--- src/rtl/led_fade_pkg.sv ---
// Shared definitions for the LED afterglow stage: brightness width,
// full-scale value and the saturating decay helper used by every channel.
package led_fade_pkg;

  localparam int BRIGHT_W = 8;
  localparam logic [BRIGHT_W-1:0] BRIGHT_MAX = 8'hFF;
  localparam int PWM_W = 8;

  typedef logic [BRIGHT_W-1:0] bright_t;
  typedef logic [PWM_W-1:0] pwm_t;

  // Subtract step from level, clamping at zero instead of wrapping.
  function automatic bright_t sat_sub(input bright_t level, input bright_t step);
    return (level > step) ? bright_t'(level - step) : '0;
  endfunction

endpackage

--- src/rtl/led_fade_ch.sv ---
// One afterglow channel: holds the brightness level, reloads it to full
// scale while the input bit is lit, decays it by STEP on each tick and
// compares it against the shared PWM ramp to drive one LED pin.
module led_fade_ch
  import led_fade_pkg::*;
#(
  parameter int STEP = 16
) (
  input  logic                CLK,
  input  logic                RSTN,
  input  logic                load,
  input  logic                tick,
  input  logic [PWM_W-1:0]    pwm,
  output logic                led
);

  localparam bright_t STEP_B = bright_t'(STEP);

  bright_t bright;
  bright_t bright_next;

  // Next brightness: a lit input beats a coincident decay tick.
  always_comb begin
    bright_next = bright;
    if (load) begin
      bright_next = BRIGHT_MAX;
    end else if (tick) begin
      bright_next = sat_sub(bright, STEP_B);
    end
  end

  // Brightness register; reset throws away any fade in progress.
  always_ff @(posedge CLK) begin
    if (!RSTN) begin
      bright <= '0;
    end else begin
      bright <= bright_next;
    end
  end

  // Registered PWM compare; full scale still drops out for the pwm=255 slot.
  always_ff @(posedge CLK) begin
    if (!RSTN) begin
      led <= 1'b0;
    end else begin
      led <= (bright > pwm);
    end
  end

endmodule

--- src/rtl/led_fade.sv ---
// LED afterglow stage between the prescaled counter and the board LEDs.
// Owns the shared PWM ramp and the decay prescaler; each of the eight
// channels keeps its own brightness and output register.
module led_fade
  import led_fade_pkg::*;
#(
  parameter int DECAY_N = 16,
  parameter int STEP    = 16
) (
  input  logic       CLK,
  input  logic       RSTN,
  input  logic [7:0] din,
  output logic       LED0,
  output logic       LED1,
  output logic       LED2,
  output logic       LED3,
  output logic       LED4,
  output logic       LED5,
  output logic       LED6,
  output logic       LED7
);

  pwm_t               pwm;
  logic [DECAY_N-1:0] pre;
  logic               tick;
  logic [7:0]         led;

  // Free-running PWM ramp shared by all channels; wraps 255 -> 0.
  always_ff @(posedge CLK) begin
    if (!RSTN) begin
      pwm <= '0;
    end else begin
      pwm <= pwm + PWM_W'(1);
    end
  end

  // Decay prescaler; its all-ones state marks the single tick cycle.
  always_ff @(posedge CLK) begin
    if (!RSTN) begin
      pre <= '0;
    end else begin
      pre <= pre + DECAY_N'(1);
    end
  end

  assign tick = &pre;

  for (genvar i = 0; i < 8; i++) begin : g_ch
    led_fade_ch #(
      .STEP (STEP)
    ) u_ch (
      .CLK  (CLK),
      .RSTN (RSTN),
      .load (din[i]),
      .tick (tick),
      .pwm  (pwm),
      .led  (led[i])
    );
  end

  assign LED0 = led[0];
  assign LED1 = led[1];
  assign LED2 = led[2];
  assign LED3 = led[3];
  assign LED4 = led[4];
  assign LED5 = led[5];
  assign LED6 = led[6];
  assign LED7 = led[7];

endmodule

--- config.mk ---
export PLATFORM = sky130hd
export DESIGN_NAME = led_fade
export DESIGN_NICKNAME = d
export VERILOG_FILES = /design/src/rtl/led_fade_pkg.sv /design/src/rtl/led_fade_ch.sv /design/src/rtl/led_fade.sv
export SDC_FILE = /design/constraint.sdc
export NUM_CORES = 1
export LEC_CHECK = 0
export ABC_AREA = 1
export CORE_MARGIN = 2
export CORE_UTILIZATION = 40
export CTS_CLUSTER_SIZE = 28
export DETAILED_ROUTE_END_ITERATION = 10
export MAX_ROUTING_LAYER = met4
export PLACE_DENSITY = 0.6
export SYNTH_ARGS = -nofsm -noshare
export SYNTH_HDL_FRONTEND = slang
export SYNTH_SLANG_ARGS = --single-unit
--- constraint.sdc ---
create_clock -name CLK -period 3.85 [get_ports CLK]
set_input_delay 0.5775 -clock CLK [delete_from_list [all_inputs] [get_ports CLK]]
set_output_delay 0.5775 -clock CLK [all_outputs]
set_load 0.1 [all_outputs]
======== After elaboration in Yosys (flattened, before gate mapping) ========
Index checks and enable logic that the tools add are counted.
storage, ports and cells
  register bits ........................... 96
  input bits .............................. 10
  logic and storage cells ................. 77
cells by class
  reduce and logical (&&, ||, !) cells .... 9
  $lt $le $gt $ge ......................... 16
  muxes and demuxes ....................... 24
  $add $sub $neg .......................... 10
operators with widths
  operator                                                                          count
  8-bit two-way mux                                                                 24
  8-bit by 5-bit greater-than comparator with 1-bit output (second input constant)  8
  8-bit greater-than comparator                                                     8
  8-bit by 5-bit subtractor with 8-bit output (second input constant)               8
  16-bit by 1-bit adder with 16-bit output (second input constant)                  1
  16-bit AND reduction                                                              1
  2-bit nonzero test                                                                8
  8-bit by 1-bit adder with 8-bit output (second input constant)                    1

======== Logic depth before layout (Yosys ltp) ========
Gate-level depths: netlist (run 1).
  depth after elaboration ................. 4
  depth in mapped cells ................... 10
  depth with buffers taken out ............ 9

======== Cells and area by module ========
Synthesis (run 1) repeated with hierarchy kept, for this count alone.
second synthesis, totals
  cells, all modules ...................... 746
  area, all modules ....................... 5,162.5 sq um
by module, submodules not included
  module       instances  cells an instance  area each (sq um)  sequential area each (sq um)
  led_fade_ch  8          74                 509.2              120.1
  led_fade     1          154                1,088.5            480.5

======== Worst setup path after synthesis (run 1) ========
Ideal clock, no wire load.
  path kind ............................... reg-to-output
  start ................................... register g_ch[0].u_ch.led
  end ..................................... output LED0
  buffers on the path ..................... 0
  slack ................................... 2.364 ns
  cell stages (with the launch flop) ...... 1
  arrival time ............................ 0.909 ns
  cells stage by stage .................... dfxtp_1
RTL lines
  what                    RTL line           source
  start, declared         led_fade_ch.sv:14  output logic led
  start signal, assigned  led_fade_ch.sv:46  led <= (bright > pwm);
  end, declared           led_fade.sv:13     output logic LED0,
No word-level cell between the ends.

======== Final worst setup path (run 1) ========
  start ................................... register g_ch[4].u_ch.led
  end ..................................... output LED4
RTL lines
  what                    RTL line           source
  start, declared         led_fade_ch.sv:14
  start signal, assigned  led_fade_ch.sv:46
  end, declared           led_fade.sv:17     output logic LED4,
No word-level cell between the ends.

==> results.py, run 1 <==
metrics = {
    "status": {
        "status": "complete, no violations",
    },
    "min_path": {
        "hold_path_depth": 1,
        "hp-start": "pre[0]$_SDFF_PN0_",
        "min_to": "pre[0]$_SDFF_PN0_",
        "hold_class": "reg -> reg",
    },
    "clock_tree": {
        "cts_tree": "done",
        "htreeDepth": 3,
        "cts_hold_buf": 0,
        "clock-sinks": 72,
        "clk_latency_ps": 350,
        "cts_resized": 0,
        "clk_pin_slew_ps": 60,
        "clk_path_buf_depth": 2,
        "numCtsBuffers": 9,
        "post-cts-setup-buffers": 0,
        "root_buffer": "clkbuf_16",
    },
    "global_routing": {
        "grt_max_degree": 51,
        "grt_pass1_wl_um": 20700,
        "grt_usage_pct": 18.8,
        "grt-ovfl-total": 0,
        "grt_pass1_vias": 4545,
        "antenna_found_initial": 0,
    },
    "power_and_ir_drop": {
        "power.total_w": 0.00240,
        "seq_power_share_pct": 35.8,
        "comb_power_share_pct": 26.1,
        "p_leak_nw": 2.79,
        "peakVddDrop_mv": 0.212,
        "p_clk_share_pct": 38.1,
        "p_int_w": 0.00160,
        "power_density_nw_per_um2": 406,
        "p_switching_w": 0.000797,
        "netSwitchingFraction_pct": 33.2,
    },
    "sta": {
        "worst_slew_pin_slew_ps": 967,
        "rsz0062_at_grt": "false",
        "finalHoldViolations": 0,
        "post-route-period-util_pct": 61.3,
        "final.setup.worst_slack_ps": 1490,
        "slew_viol_final": 0,
        "max_freq_ghz": 0.424,
        "setup_viol": 0,
        "fin_crit_ps": 2360,
        "relSlewSlack_pct": 35.4,
        "tns_ps": 0,
        "fin_worst_skew_ps": 4.32,
    },
    "yosys": {
        "ys_warn_count": 0,
        "synth-seq-area-share_pct": 27.5,
        "synth.distinct_cells": 25,
        "syn_area_um2": 5240,
        "syn_inst": 775,
        "synth_seq_cells": 72,
        "syn_nets": 867,
        "synth.avg_cell_area_um2": 6.76,
    },
    "setup_path": {
        "reg2reg_from": "pre[0]$_SDFF_PN0_",
        "critPathLaunchType": "flip-flop",
        "arrival_ps": 1780,
        "r2r_setup_slack_ps": 1780,
        "regToRegEndpoint": "g_ch[6].u_ch.bright[5]$_SDFFE_PN0P_",
        "required_ps": 3270,
        "cp_top_family": "buffers and inverters",
        "cpMaxStageDelayCell": "clkdlybuf4s50_1",
        "end_kind": "primary output",
        "crit_fanout": 1,
        "crit_type": "reg -> out",
        "reg2reg_depth": 9,
        "crit_buf_inv": 1,
        "cpPeakStageDelay_ps": 1120,
        "path_cells": "clkdlybuf4s50_1",
    },
    "floorplan": {
        "die_w_um": 118,
        "start_util_pct": 41.2,
        "core.rowCount": 41,
        "boundaryPins": 18,
        "core-area_um2": 12700,
        "die-area_um2": 14000,
        "die_h_um": 118,
    },
    "drt": {
        "vias": 4933,
        "drt_iter0_drc": 175,
        "ant_nets": 0,
        "drc_errors": 0,
        "routed_wl_um": 12200,
        "firstDrtPassIters": 5,
        "wl_per_cell_um": 12.6,
        "vias_per_cell": 5.09,
    },
    "placement": {
        "dp_hpwl_um": 8550,
        "pre_cts_ws_ps": 1580,
        "io_buffer_count": 17,
        "gp_congestion": 0.867,
    },
    "final_layout": {
        "final_layout_size_suffix_gt1_share_pct": 4.64,
        "nNetsFinal": 885,
        "areaGrowthSynthToFinish_pct": 12.6,
        "diodes": 0,
    },
    "flow_run": {
        "cap_viol_max_count": 0,
    },
}
-- kinds of logic (layout without fill, tap and decap cells) --
kind of cell,after synthesis,after routing,share of synthesized area (%)
and+or+nand+nor,386,386,31.3
xor gates and xnor gates,11,11,1.84
AOI/OAI and AO/OA,121,121,12.0
adders and majority gates,82,82,19.6
DFF,72,72,27.5
buffers and inverters,103,126,7.74
-- cell type report --
type	instances	area, µm²
fill	1327	6820
multi-input combinational	600	3390
sequential	72	1440
inverter	91	342
clock buffer	9	225
tap	172	215
timing repair buffer	19	185
clock inverter	7	96.3
-- flip-flops by register name (all words and copies together), names as in the netlist --
signal,flops
pwm,8
pre,16
g_ch.u_ch.led,8
g_ch.u_ch.bright,40
-- cells in the mapped netlist, drive strengths merged --
master / count / area (µm²)
nor3: 5 / 25.0
dfxtp: 72 / 1440
ha: 82 / 1030
nand3b: 4 / 30.0
nor2: 63 / 258
or2: 1 / 6.26
clkinv: 6 / 22.5
o21ai: 24 / 120
nand3: 79 / 395
a21oi: 87 / 435
nand4: 6 / 37.5
xnor2: 1 / 8.76
buf: 5 / 37.5
o21a: 10 / 75.1
clkbuf: 7 / 26.3
inv: 85 / 319
nor4: 1 / 6.26
xor2: 10 / 87.6
nand2: 227 / 882
-- cell usage in the layout (no fill, tap or decap) --
cell type / synthesis / layout
a21oi_1: 87 / 87
buf_4: 0 / 2
bufinv_16: 0 / 2
clkbuf_16: 0 / 9
clkdlybuf4s50_1: 0 / 17
clkinv_1: 6 / 6
clkinv_2: 0 / 1
clkinv_4: 0 / 1
clkinvlp_4: 0 / 3
dfxtp_1: 72 / 72
ha_1: 82 / 82
inv_1: 81 / 81
inv_2: 4 / 4
nand2_1: 215 / 215
nand2_2: 12 / 12
nand3_1: 79 / 79
nand3b_1: 4 / 4
nand4_1: 6 / 6
nor2_1: 60 / 60
nor2_2: 2 / 2
nor2_8: 1 / 1
nor3_1: 5 / 5
nor4_1: 1 / 1
o21a_1: 10 / 10
o21ai_0: 22 / 22
o21ai_1: 2 / 2
or2_1: 1 / 1
xnor2_1: 1 / 1
xor2_1: 10 / 10
-- through the flow --
stage | instance area, µm² | utilization [%] | std cells | hold WS (ps)
6_report | 5900 | 46.4 | 970 | 446
5_1_grt | 5900 | 46.4 | 970 | 493
3_5_place_dp | 5580 | 43.8 | 954 | 441
2_1_floorplan | 5240 | - | 775 | 417
3_3_place_gp | 5580 | 43.8 | 954 | 431
4_1_cts | 5900 | 46.4 | 970 | 452
-- worst max-delay path by stage --
stage	start	to	slack, ps	cells past startpoint
floorplan	g_ch[0].u_ch.led$_SDFF_PN0_	LED0	2360	0
global placement	RSTN	pre[4]$_SDFF_PN0_	1590	5
detailed placement	RSTN	pre[4]$_SDFF_PN0_	1580	5
CTS	g_ch[4].u_ch.led$_SDFF_PN0_	LED4	1470	1
global route	g_ch[6].u_ch.led$_SDFF_PN0_	LED6	1450	1
finish	g_ch[4].u_ch.led$_SDFF_PN0_	LED4	1490	1
-- metal layers --
metal | global-route usage, % | vias up | wire (µm)
li1 | - | 2590 | -
met1 | 23.1 | 2241 | 5780
met2 | 30.3 | 85 | 5720
met3 | 3.19 | 17 | 450
met4 | 8.33 | 0 | 264
met5 | - | - | 0
-- power groups by stage --
stage | clock network, W | registers (W) | logic, W
4_1_cts | 0.000933 | 0.000860 | 0.000625
3_3_place_gp | 0 | 0.000874 | 0.000596
2_1_floorplan | 0 | 0.000956 | 0.000401
6_report | 0.000913 | 0.000859 | 0.000625
5_1_grt | 0.000966 | 0.000868 | 0.000717
3_5_place_dp | 0 | 0.000876 | 0.000620
(Power assumes the default switching activity.)
==> inputs of run 2 (changes only) <==
- clock period: 3.85 -> 2.4 ns (I/O delays scaled with it)
==> run 2 against run 1 <==
Effect of this change: combinational power up 62%; worst hold slack better by 8.3 ps; register-to-register slack worse by 1300 ps; global-route usage up 0.15 points; sequential cell count unchanged; worst setup slack worse by 1000 ps; non-clock buffer count up 4; clock power up 50%; cell area unchanged; largest cell class unchanged; sequential share of layout area unchanged.
==> results.py, run 2 (synthesized netlist as in run 1, its figures left out) <==
metrics = {
    "sta": {
        "max_freq_ghz": 0.521,
        "final.setup.worst_slack_ps": 480,
        "worst_slew_pin_slew_ps": 719,
        "tns_ps": 0,
        "fin_crit_ps": 1920,
        "post-route-period-util_pct": 80.0,
        "finalHoldViolations": 0,
        "fin_worst_skew_ps": 12.7,
        "whs_ps": 454,
        "relSlewSlack_pct": 51.9,
        "rsz0062_at_grt": "false",
        "slew_viol_final": 0,
        "setup_viol": 0,
    },
    "setup_path": {
        "end_kind": "flip-flop",
        "required_ps": 2670,
        "cpMaxStageDelayCell": "nand2_2",
        "regToRegEndpoint": "g_ch[1].u_ch.bright[4]$_SDFFE_PN0P_",
        "path_cells": "ha_1, nand2_1, nor2_2, nand2_2, inv_2, nand2_2, nand2_2, nand2_1, a21oi_1",
        "reg2reg_depth": 9,
        "critPathLaunchType": "flip-flop",
        "crit_fanout": 29,
        "arrival_ps": 2190,
        "crit_type": "reg -> reg",
        "r2r_setup_slack_ps": 480,
        "crit_top_cell": "nand2_2",
        "cpPeakStageDelay_ps": 410,
        "reg2reg_from": "pre[0]$_SDFF_PN0_",
    },
    "floorplan": {
        "die_w_um": 118,
        "start_util_pct": 41.2,
        "core-area_um2": 12700,
        "die-area_um2": 14000,
        "core.rowCount": 41,
        "boundaryPins": 18,
        "die_h_um": 118,
    },
    "clock_tree": {
        "htreeDepth": 3,
        "clock-sinks": 72,
        "numCtsBuffers": 9,
        "cts_tree": "done",
        "cts_hold_buf": 0,
        "root_buffer": "clkbuf_16",
        "clk_pin_slew_ps": 60,
        "post-cts-setup-buffers": 0,
        "cts_resized": 0,
        "clk_latency_ps": 350,
        "clk_path_buf_depth": 2,
    },
    "global_routing": {
        "grt_pass1_wl_um": 21000,
        "grt-ovfl-total": 0,
        "grt_pass1_vias": 4752,
        "antenna_found_initial": 0,
        "grt_usage_pct": 18.9,
        "grt_max_degree": 30,
    },
    "placement": {
        "gp_congestion": 0.803,
        "io_buffer_count": 17,
        "pre_cts_ws_ps": 497,
        "dp_hpwl_um": 8850,
    },
    "drt": {
        "ant_nets": 0,
        "firstDrtPassIters": 5,
        "vias": 4976,
        "vias_per_cell": 5.11,
        "routed_wl_um": 12400,
        "drc_errors": 0,
        "wl_per_cell_um": 12.8,
        "drt_iter0_drc": 249,
    },
    "power_and_ir_drop": {
        "p_leak_nw": 2.81,
        "peakVddDrop_mv": 0.233,
        "power_density_nw_per_um2": 636,
    },
    "min_path": {
        "hold_path_depth": 1,
        "min_to": "pre[0]$_SDFF_PN0_",
        "hp-start": "pre[0]$_SDFF_PN0_",
        "hold_class": "reg -> reg",
    },
    "final_layout": {
        "largest_register_ffs": 40,
        "final_cell_mix": "215 x nand2_1, 87 x a21oi_1, 82 x ha_1, 81 x inv_1, 79 x nand3_1",
        "biggestRegsByFlops": "g_ch.u_ch.bright (40), pre (16)",
        "final_layout_size_suffix_gt1_share_pct": 5.99,
        "areaGrowthSynthToFinish_pct": 12.6,
        "multiInputGateArea_um2": 3390,
        "fillers": 1300,
        "largest-register": "g_ch.u_ch.bright",
        "nNetsFinal": 889,
        "final_common_cell": "nand2_1",
        "diodes": 0,
        "seqCellArea_um2": 1440,
    },
    "status": {
        "status": "complete, no violations",
    },
    "flow_run": {
        "cap_viol_max_count": 0,
    },
}
[run 2: worst max-delay path by stage]
stage	start	to	slack, ps	cells past startpoint
after detailed placement	pre[0]$_SDFF_PN0_	g_ch[6].u_ch.bright[6]$_SDFFE_PN0P_	500	9
after floorplan	pre[0]$_SDFF_PN0_	g_ch[0].u_ch.bright[4]$_SDFFE_PN0P_	980	10
after CTS	pre[0]$_SDFF_PN0_	g_ch[1].u_ch.bright[4]$_SDFFE_PN0P_	470	9
final	pre[0]$_SDFF_PN0_	g_ch[1].u_ch.bright[4]$_SDFFE_PN0P_	480	9
after global placement	pre[0]$_SDFF_PN0_	g_ch[1].u_ch.bright[7]$_SDFFE_PN0P_	570	9
after global routing	pre[0]$_SDFF_PN0_	g_ch[6].u_ch.bright[6]$_SDFFE_PN0P_	250	9
[run 2: power by group]
part | internal [W] | total [W] | switching, W | leakage (nW)
logic | 0.000373 | 0.00101 | 0.000635 | 2.09
clock network | 0.000808 | 0.00137 | 0.000559 | 0.135
registers | 0.00128 | 0.00138 | 0.0000934 | 0.595
[run 2: worst max-delay path: cells and delay by family (launching register included)]
kind | cells | cell delay [ps]
and+or+nand+nor | 6 | 1100
DFF | 1 | 350
adders and majority gates | 1 | 180
AOI/OAI and AO/OA | 1 | 140
buffers and inverters | 1 | 70
[run 2: metrics by stage]
stage / instances / power, W / util (%) / cell area (µm²)
after CTS: 974 / 0.00379 / 46.4 / 5900
after floorplan: 775 / 0.00218 / - / 5240
final: 974 / 0.00375 / 46.4 / 5900
after global placement: 958 / 0.00236 / 44.0 / 5600
after detailed placement: 958 / 0.00241 / 44.0 / 5600
after global routing: 974 / 0.00399 / 46.4 / 5900
[run 2: routing by layer]
metal / wire, µm / track usage [%]
met1: 5790 / 22.6
met2: 5810 / 31.5
met3: 574 / 2.90
met4: 263 / 8.48
met5: 0 / -
[run 2: final cells by class]
type                            instances  area share (%)
Clock buffer                           10            3.88
Clock inverter                          6            1.19
Inverter                               91            5.79
Multi-Input combinational cell        600            57.5
Sequential cell                        72            24.4
Tap cell                              172            3.65
Timing Repair Buffer                   23            3.52
